### src/rtl/bit_reverse_accel_sched.sv
// Frame scheduler for the bit-reverse accelerator. It drives ap_ctrl_hs for a programmed number of
// frames and aborts the run on a per-frame timeout or on a sustained deadlock-monitor block.
module bit_reverse_accel_sched #(
  parameter int unsigned CNT_W      = 16,
  parameter int unsigned TO_W       = 20,
  parameter int unsigned BLK_CYCLES = 16
) (
  input  logic             clock,
  input  logic             reset,
  input  logic             cfg_start,
  input  logic             cfg_clear,
  input  logic [CNT_W-1:0] cfg_frames,
  input  logic [TO_W-1:0]  cfg_timeout,
  output logic             ap_start,
  input  logic             ap_ready,
  input  logic             ap_done,
  input  logic             ap_idle,
  input  logic             block_in,
  output logic             busy,
  output logic             run_done,
  output logic [CNT_W-1:0] frames_done,
  output logic             err_timeout,
  output logic             err_deadlock
);

  localparam int unsigned      BLK_W   = $clog2(BLK_CYCLES + 1);
  localparam logic [BLK_W-1:0] BLK_MAX = BLK_W'(BLK_CYCLES);

  typedef enum logic [2:0] {
    StIdle,
    StWaitIdle,
    StStart,
    StWaitDone,
    StFinish,
    StError
  } state_e;

  state_e           state_q;
  logic [CNT_W-1:0] frames_q;
  logic [CNT_W-1:0] frames_done_q;
  logic [TO_W-1:0]  timeout_q;
  logic [TO_W-1:0]  to_cnt_q;
  logic [BLK_W-1:0] blk_cnt_q;
  logic             ap_start_q;
  logic             busy_q;
  logic             run_done_q;
  logic             err_to_q;
  logic             err_dl_q;

  logic             in_frame;
  logic             frame_cmp;
  logic             to_hit;
  logic             blk_hit;
  logic [TO_W:0]    elapsed;
  logic [CNT_W-1:0] done_inc;
  logic [BLK_W-1:0] blk_inc;

  always_comb begin
    in_frame  = (state_q == StStart) || (state_q == StWaitDone);
    // A ready that arrives together with done closes the frame in one go.
    frame_cmp = ((state_q == StStart) && ap_ready && ap_done) ||
                ((state_q == StWaitDone) && ap_done);
    // elapsed counts the current cycle, so a frame may take at most cfg_timeout cycles.
    elapsed   = {1'b0, to_cnt_q} + 1'b1;
    to_hit    = in_frame && (timeout_q != '0) && (elapsed == {1'b0, timeout_q}) && !frame_cmp;
    blk_inc   = blk_cnt_q + 1'b1;
    blk_hit   = busy_q && block_in && (blk_inc == BLK_MAX) &&
                ((state_q == StWaitIdle) || in_frame);
    done_inc  = frames_done_q + 1'b1;
  end

  always_ff @(posedge clock) begin
    if (reset) begin
      state_q       <= StIdle;
      frames_q      <= '0;
      frames_done_q <= '0;
      timeout_q     <= '0;
      to_cnt_q      <= '0;
      blk_cnt_q     <= '0;
      ap_start_q    <= 1'b0;
      busy_q        <= 1'b0;
      run_done_q    <= 1'b0;
      err_to_q      <= 1'b0;
      err_dl_q      <= 1'b0;
    end else begin
      run_done_q <= 1'b0;

      if (busy_q && block_in) begin
        if (blk_cnt_q != BLK_MAX) blk_cnt_q <= blk_inc;
      end else begin
        blk_cnt_q <= '0;
      end

      if (in_frame && (to_cnt_q != '1)) to_cnt_q <= to_cnt_q + 1'b1;

      if (to_hit || blk_hit) begin
        err_to_q   <= err_to_q | to_hit;
        err_dl_q   <= err_dl_q | blk_hit;
        ap_start_q <= 1'b0;
        state_q    <= StError;
      end else begin
        unique case (state_q)
          StIdle: begin
            if (cfg_start) begin
              frames_done_q <= '0;
              frames_q      <= cfg_frames;
              timeout_q     <= cfg_timeout;
              if (cfg_frames != '0) begin
                busy_q  <= 1'b1;
                state_q <= StWaitIdle;
              end else begin
                state_q <= StFinish;
              end
            end
          end
          StWaitIdle: begin
            if (ap_idle) begin
              ap_start_q <= 1'b1;
              to_cnt_q   <= '0;
              state_q    <= StStart;
            end
          end
          StStart, StWaitDone: begin
            if (frame_cmp) begin
              frames_done_q <= done_inc;
              if (done_inc == frames_q) begin
                ap_start_q <= 1'b0;
                state_q    <= StFinish;
              end else begin
                ap_start_q <= 1'b1;
                to_cnt_q   <= '0;
                state_q    <= StStart;
              end
            end else if ((state_q == StStart) && ap_ready) begin
              ap_start_q <= 1'b0;
              state_q    <= StWaitDone;
            end
          end
          StFinish: begin
            run_done_q <= 1'b1;
            busy_q     <= 1'b0;
            state_q    <= StIdle;
          end
          StError: begin
            if (cfg_clear) begin
              err_to_q  <= 1'b0;
              err_dl_q  <= 1'b0;
              to_cnt_q  <= '0;
              blk_cnt_q <= '0;
              busy_q    <= 1'b0;
              state_q   <= StIdle;
            end
          end
          default: state_q <= StIdle;
        endcase
      end
    end
  end

  // Reset drops the start request without waiting for the edge.
  assign ap_start     = ap_start_q & ~reset;
  assign busy         = busy_q;
  assign run_done     = run_done_q;
  assign frames_done  = frames_done_q;
  assign err_timeout  = err_to_q;
  assign err_deadlock = err_dl_q;

endmodule

### config.mk
export PLATFORM = sky130hd
export DESIGN_NAME = bit_reverse_accel_sched
export DESIGN_NICKNAME = d
export VERILOG_FILES = /design/src/rtl/bit_reverse_accel_sched.sv
export SDC_FILE = /design/constraint.sdc
export NUM_CORES = 1
export LEC_CHECK = 0
export CORE_MARGIN = 2
export CORE_UTILIZATION = 25
export CTS_CLUSTER_SIZE = 25
export DETAILED_ROUTE_END_ITERATION = 7
export MAX_ROUTING_LAYER = met4
export PLACE_DENSITY_LB_ADDON = 0.08
export REMOVE_ABC_BUFFERS = 1
export SLEW_MARGIN = 25
export SYNTH_ARGS = -nofsm -noshare
export SYNTH_HDL_FRONTEND = slang
export SYNTH_SLANG_ARGS = --single-unit
export TNS_END_PERCENT = 10
### constraint.sdc
create_clock -name clock -period 2.6 [get_ports clock]
set_input_delay 0.52 -clock clock [delete_from_list [all_inputs] [get_ports clock]]
set_output_delay 0.52 -clock clock [all_outputs]
set_load 0.05 [all_outputs]
# --- Word level (Yosys, flattened, before mapping) ---
# Index checks and enable logic that the tools add are counted.
word_totals:
  wordCells: 110
  output_inout_bits: 21
  inputBits: 44
  register_bits: 85
classes:
  mux: 37
  add_sub_neg: 4
  n_reduce_logical: 32
  bitwise: 5
  n_eq_ne: 20
ops:
  columns: ["op", "n"]
  rows:
  - ["$mux W20", 6]
  - ["$pmux W20 S3", 1]
  - ["$mux W16", 2]
  - ["$pmux W16 S2", 1]
  - ["$mux W5", 5]
  - ["$mux W3", 8]
  - ["$add A20 B1 Y21 const B", 1]
  - ["$eq A21 B20 Y1", 1]
  - ["$add A20 B1 Y20 const B", 1]
  - ["$ne A20 B20 Y1 const B", 1]
  - ["$reduce_bool A20 Y1", 1]
  - ["$add A16 B1 Y16 const B", 1]
  - ["$eq A16 B16 Y1", 1]
  - ["$reduce_bool A16 Y1", 1]
  - ["$pmux W3 S4", 1]
  - ["$reduce_and A4 Y1", 3]
  - ["$mux W1", 11]
  - ["$logic_and A1 B1 Y1", 10]
  - ["$ne A2 B2 Y1 const B", 5]
  - ["$ne A3 B3 Y1 const B", 3]
  - ["$reduce_bool A2 Y1", 4]
  - ["$eq A3 B2 Y1 const B", 2]
  - ["$eq A3 B3 Y1 const B", 2]
  - ["$reduce_and A3 Y1", 2]
  - ["18 further kinds", 24]

# --- Logic depth before layout (Yosys ltp) ---
# Gate-level depths: netlist of run 1.
depth:
  depth_word: 9
  mapped_depth: 11
  mapped_depth_nobuf: 8

# --- Worst setup path before layout of run 1 ---
# Ideal clock, no wire load.
synth_path:
  path_type: "reg-to-reg"
  from: "register frames_done_q[0] (netlist: frames_done[0])"
  to: "register to_cnt_q[10]"
  setup_ns: 0.128
  synth_period_minus_slack_ns: 2.947
  path_stages_with_launch: 10
  n_path_buf: 1
  t_arrival_ns: 2.819
  required_time_ns: 2.472
  path_slack_ns: -0.347
  path_cell_list: "dfxtp_1 ha_1 nand3_1 nor4_2 mux2_2 a211o_1 nand4_1 a21o_1 clkbuf_1 nor2_1"
synth_via:
  elab_chain_cells: 6
synth_rtl:
  columns: ["item", "line", "text"]
  rows:
  - ["start: declaration", "40", "logic [CNT_W-1:0] frames_done_q;"]
  - ["start signal: assignment", "125", "frames_done_q <= done_inc;"]
  - ["$add A16 B1 Y16", "69", "done_inc = frames_done_q + 1'b1;"]
  - ["$eq A16 B16 Y1", "126", "if (done_inc == frames_q) begin"]
  - ["$mux W20", "126", null]
  - ["$mux W20", "124", "if (frame_cmp) begin"]
  - ["$pmux W20 S3", "102", "unique case (state_q)"]
  - ["$mux W20", "96", "if (to_hit || blk_hit) begin"]
  - ["end signal: assignment", "94", "if (in_frame && (to_cnt_q != '1)) to_cnt_q <= to_cnt_q + 1'b1;"]
  - ["end: declaration", "42", "logic [TO_W-1:0] to_cnt_q;"]
# No other way between the ends.
# A chain may end at the register's enable or synchronous reset.

# --- Final worst setup path of run 1 ---
layout_path:
  from: "register frames_done_q[0] (netlist: frames_done[0])"
  to: "register to_cnt_q[16]"
# Same word-level chain as after synthesis.

==> metrics.cfg, run 1 <==
[drt]
final_antenna_net_count=0
drt_first_iter_violations=260
drc=0
viasPerCell=4.82
post_drt_wl_per_cell_um=15.6
vias=4882
first_pass_iters=5
drt-total-wl_mm=15.8

[floorplan]
rows=51
die_area_mm2=0.0209
ios=65
initial_core_util=0.254
coreArea_mm2=0.0195
fp.dieW_um=145
dieHeight_um=145

[yosys]
ys_seq_elements=85
synth_top_cell_by_area=dfxtp_1
yosys_warnings=0
yosysSeqAreaShare=0.344
yosys.area.top_type_share=0.344
synth-main-ff-cell=dfxtp_1
netlist_instances=647
synth_area_leaders=dfxtp_1 (34%), xnor2_1 (8.0%), nand2_1 (7.7%), a21oi_1 (6.9%), nor2_1 (4.4%)
synth-edff-count=0
synth.distinct_cells=64
ys_async_sr_fraction=0
synth_area_mm2=0.00495
synth.avg_cell_area_um2=7.65

[worst_setup_path]
crit_fanout=9
cp_data_required_time_ns=2.88
critical_path_class=flip-flop to flip-flop
end_kind=flip-flop
crit_family=simple AND/OR/NAND/NOR gates
crit_chain=ha_4 > or4bb_1 > o2111ai_1 > o221ai_1 > nor4_2 > nand4_1 > a21o_1 > buf_6 > nor2_1
start_kind=flip-flop
worst-path-buf-inv=1
crit_slowest_cell=or4bb_1
crit_arrival_ns=2.75
slowest_delay_ns=0.47

[grt]
antenna_found_initial=0
grt.total_usage=0.162
grt_max_degree=41
grt_pass1_wl_mm=25.3
gr-total-overflow=0
grt_pass1_vias=4677

[place]
dpl_cell_area_mm2=0.00620
gp_congestion=0.858
pre_cts_slack_ns=-0.0241
hpwl_mm=11.8
portBuffers=64

[power]
pwr-share-clk=0.308
seqPwrFrac=0.369
ir_drop_mv=0.314
p_leak_nw=2.30
p_comb_frac=0.323
switchingPower_w=0.00154
p_int_w=0.00274
power_density_mw_per_mm2=652
switching_share=0.360

[sta]
max-slew-margin-rel=0.665
hold_viol=0
finalSetupViolCount=0
fin_ws_ns=0.127
worst_pin_slew_ns=0.501
fmax_mhz=404
min_period_ns=2.47
clock_skew_ns=0.00735
final-max-slew-violation-count=0
post-route-period-util=0.951
rsz0062_at_grt=yes

[clocking]
clkSinkCount=85
h-tree-depth=3
ctsHoldBuffers=0
cts-root-buf=clkbuf_16
clkTransAtPathRegs_ns=0.07
cts_made_buffers=9
cts_max_path_buffers=2
cts_tree=yes
clk_latency_ns=0.35

[layout]
multi_input_area_mm2=0.00307
fin_area_mm2=0.00657
syn2layout_area_growth_pct=32.7
nFillCells=2084
num_antenna_cells=0
layout.nets=792
seq_area_mm2=0.00171
layout-drive-gt1-share=0.155

[min_path]
holdCritPathClass=flip-flop to flip-flop

[job]
maxCapViolCount=0

[status]
outcome=finished, final reports clean

[tightest hold or removal path, cell delays in order (launching register included)]
cell     delay [ns]
dfxtp_1        0.32
nand2_1        0.05
a21oi_1        0.05
[stage by stage]
step / power (W) / std cells / utilization / setup TNS, ns / hold WS (ns)
4_1_cts: 0.00433 / 1013 / 0.334 / 0 / 0.468
3_3_place_gp: 0.00299 / 997 / 0.318 / 0 / 0.458
3_5_place_dp: 0.00299 / 997 / 0.318 / -0.0695 / 0.459
6_report: 0.00428 / 1013 / 0.337 / 0 / 0.466
2_1_floorplan: 0.00240 / 606 / - / -8.46 / 0.442
5_1_grt: 0.00455 / 1013 / 0.337 / -0.0497 / 0.482
[logic make-up (layout without fill, tap and decap cells)]
logic type                 Yosys count  count (layout)  synth area share
AOI/OAI and AO/OA                  137             137             0.175
muxes                                3               3           0.00632
adders and majority gates            5               5            0.0126
and+or+nand+nor                    294             294             0.294
buffers and inverters               55             156            0.0475
xor gates and xnor gates            68              68             0.120
DFF                                 85              85             0.344
[metal layers]
layer  up-vias  part of all wire  track usage
met5         -                 0            -
met2        87              0.45        0.248
met4         0             0.012       0.0470
met1      2316              0.50        0.224
li1       2467                 -            -
met3        12             0.031       0.0191
[power by group through the flow]
| stage | registers, W | logic [W] | clock network (W) |
|---|---|---|---|
| 5_1_grt | 0.00160 | 0.00153 | 0.00142 |
| 3_3_place_gp | 0.00161 | 0.00138 | 0 |
| 6_report | 0.00158 | 0.00138 | 0.00132 |
| 4_1_cts | 0.00158 | 0.00139 | 0.00137 |
| 3_5_place_dp | 0.00161 | 0.00138 | 0 |
| 2_1_floorplan | 0.00160 | 0.000792 | 0 |
[registers in the layout, indices dropped and copies added (netlist names), 3 cells and up]
signal / cells
to_cnt_q: 20
state_q: 3
frames_q: 16
frames_done: 16
timeout_q: 20
blk_cnt_q: 5
[path summary, 6_finish.rpt]
| kind | start | end | slack [ns] | cells after the start |
|---|---|---|---|---|
| setup / recovery | frames_done[0]$_SDFFE_PP0P_ | to_cnt_q[16]$_SDFF_PP0_ | 0.13 | 9 |
| hold / removal | frames_q[1]$_SDFFE_PP0P_ | frames_q[1]$_SDFFE_PP0P_ | 0.47 | 2 |
| setup reg to reg | frames_done[0]$_SDFFE_PP0P_ | to_cnt_q[16]$_SDFF_PP0_ | 0.13 | 9 |
| hold reg to reg | frames_q[1]$_SDFFE_PP0P_ | frames_q[1]$_SDFFE_PP0P_ | 0.47 | 2 |
[cell usage after synthesis (12+ instances only)]
cell type / number
a21oi_1: 68
buf_2: 13
clkbuf_1: 24
dfxtp_1: 85
inv_1: 14
nand2_1: 102
nand3_1: 24
nand4_1: 12
nor2_1: 58
nor3_1: 20
nor4_1: 16
o21ai_0: 20
xnor2_1: 45
xor2_1: 23
[repair_timing]
item                       4_1_cts  5_1_grt
pin swaps                        0        6
resized for setup                2       23
setup endpoints to repair       18       25
setup buffers                    0        0
hold endpoints to repair         0        0
[final cells by class]
| cell class | count | area share |
|---|---|---|
| Multi-Input combinational cell | 507 | 0.467 |
| Sequential cell | 85 | 0.261 |
| Tap cell | 265 | 0.0505 |
| Timing Repair Buffer | 126 | 0.168 |
| Clock buffer | 11 | 0.0354 |
| Inverter | 14 | 0.00800 |
| Clock inverter | 5 | 0.00934 |
[placed cells by master, fill, tap and decap left out, drive strengths merged, types with 3 or more instances in the layout]
cell type	instances
buf	64
nor3	21
nor4	18
and4	6
nand3b	3
or3	8
nor2b	8
nand2b	3
nand2	102
xnor2	45
and3	10
o21a	4
o31a	3
inv	14
ha	5
or4	6
a211o	3
o21ai	22
xor2	23
nand4	12
dfxtp	85
clkdlybuf4s50	62
o31ai	3
a31oi	7
clkinvlp	3
a21oi	68
or3b	3
clkbuf	11
nand3	27
or2	3
nor2	59
o211ai	3
Power figures use the tool's default switching activity.
==> inputs of run 2 (changes only) <==
--- a/config.mk
+++ b/config.mk
@@ -5,10 +5,12 @@
 export SDC_FILE = /design/constraint.sdc
 export NUM_CORES = 1
 export LEC_CHECK = 0
+export CAP_MARGIN = 20
 export CORE_MARGIN = 2
 export CORE_UTILIZATION = 25
 export CTS_CLUSTER_SIZE = 25
 export DETAILED_ROUTE_END_ITERATION = 7
+export GPL_ROUTABILITY_DRIVEN = 0
 export MAX_ROUTING_LAYER = met4
 export PLACE_DENSITY_LB_ADDON = 0.08
 export REMOVE_ABC_BUFFERS = 1
==> results of run 2 <==
No change in the layout: final DEF, timing and power equal those of run 1.
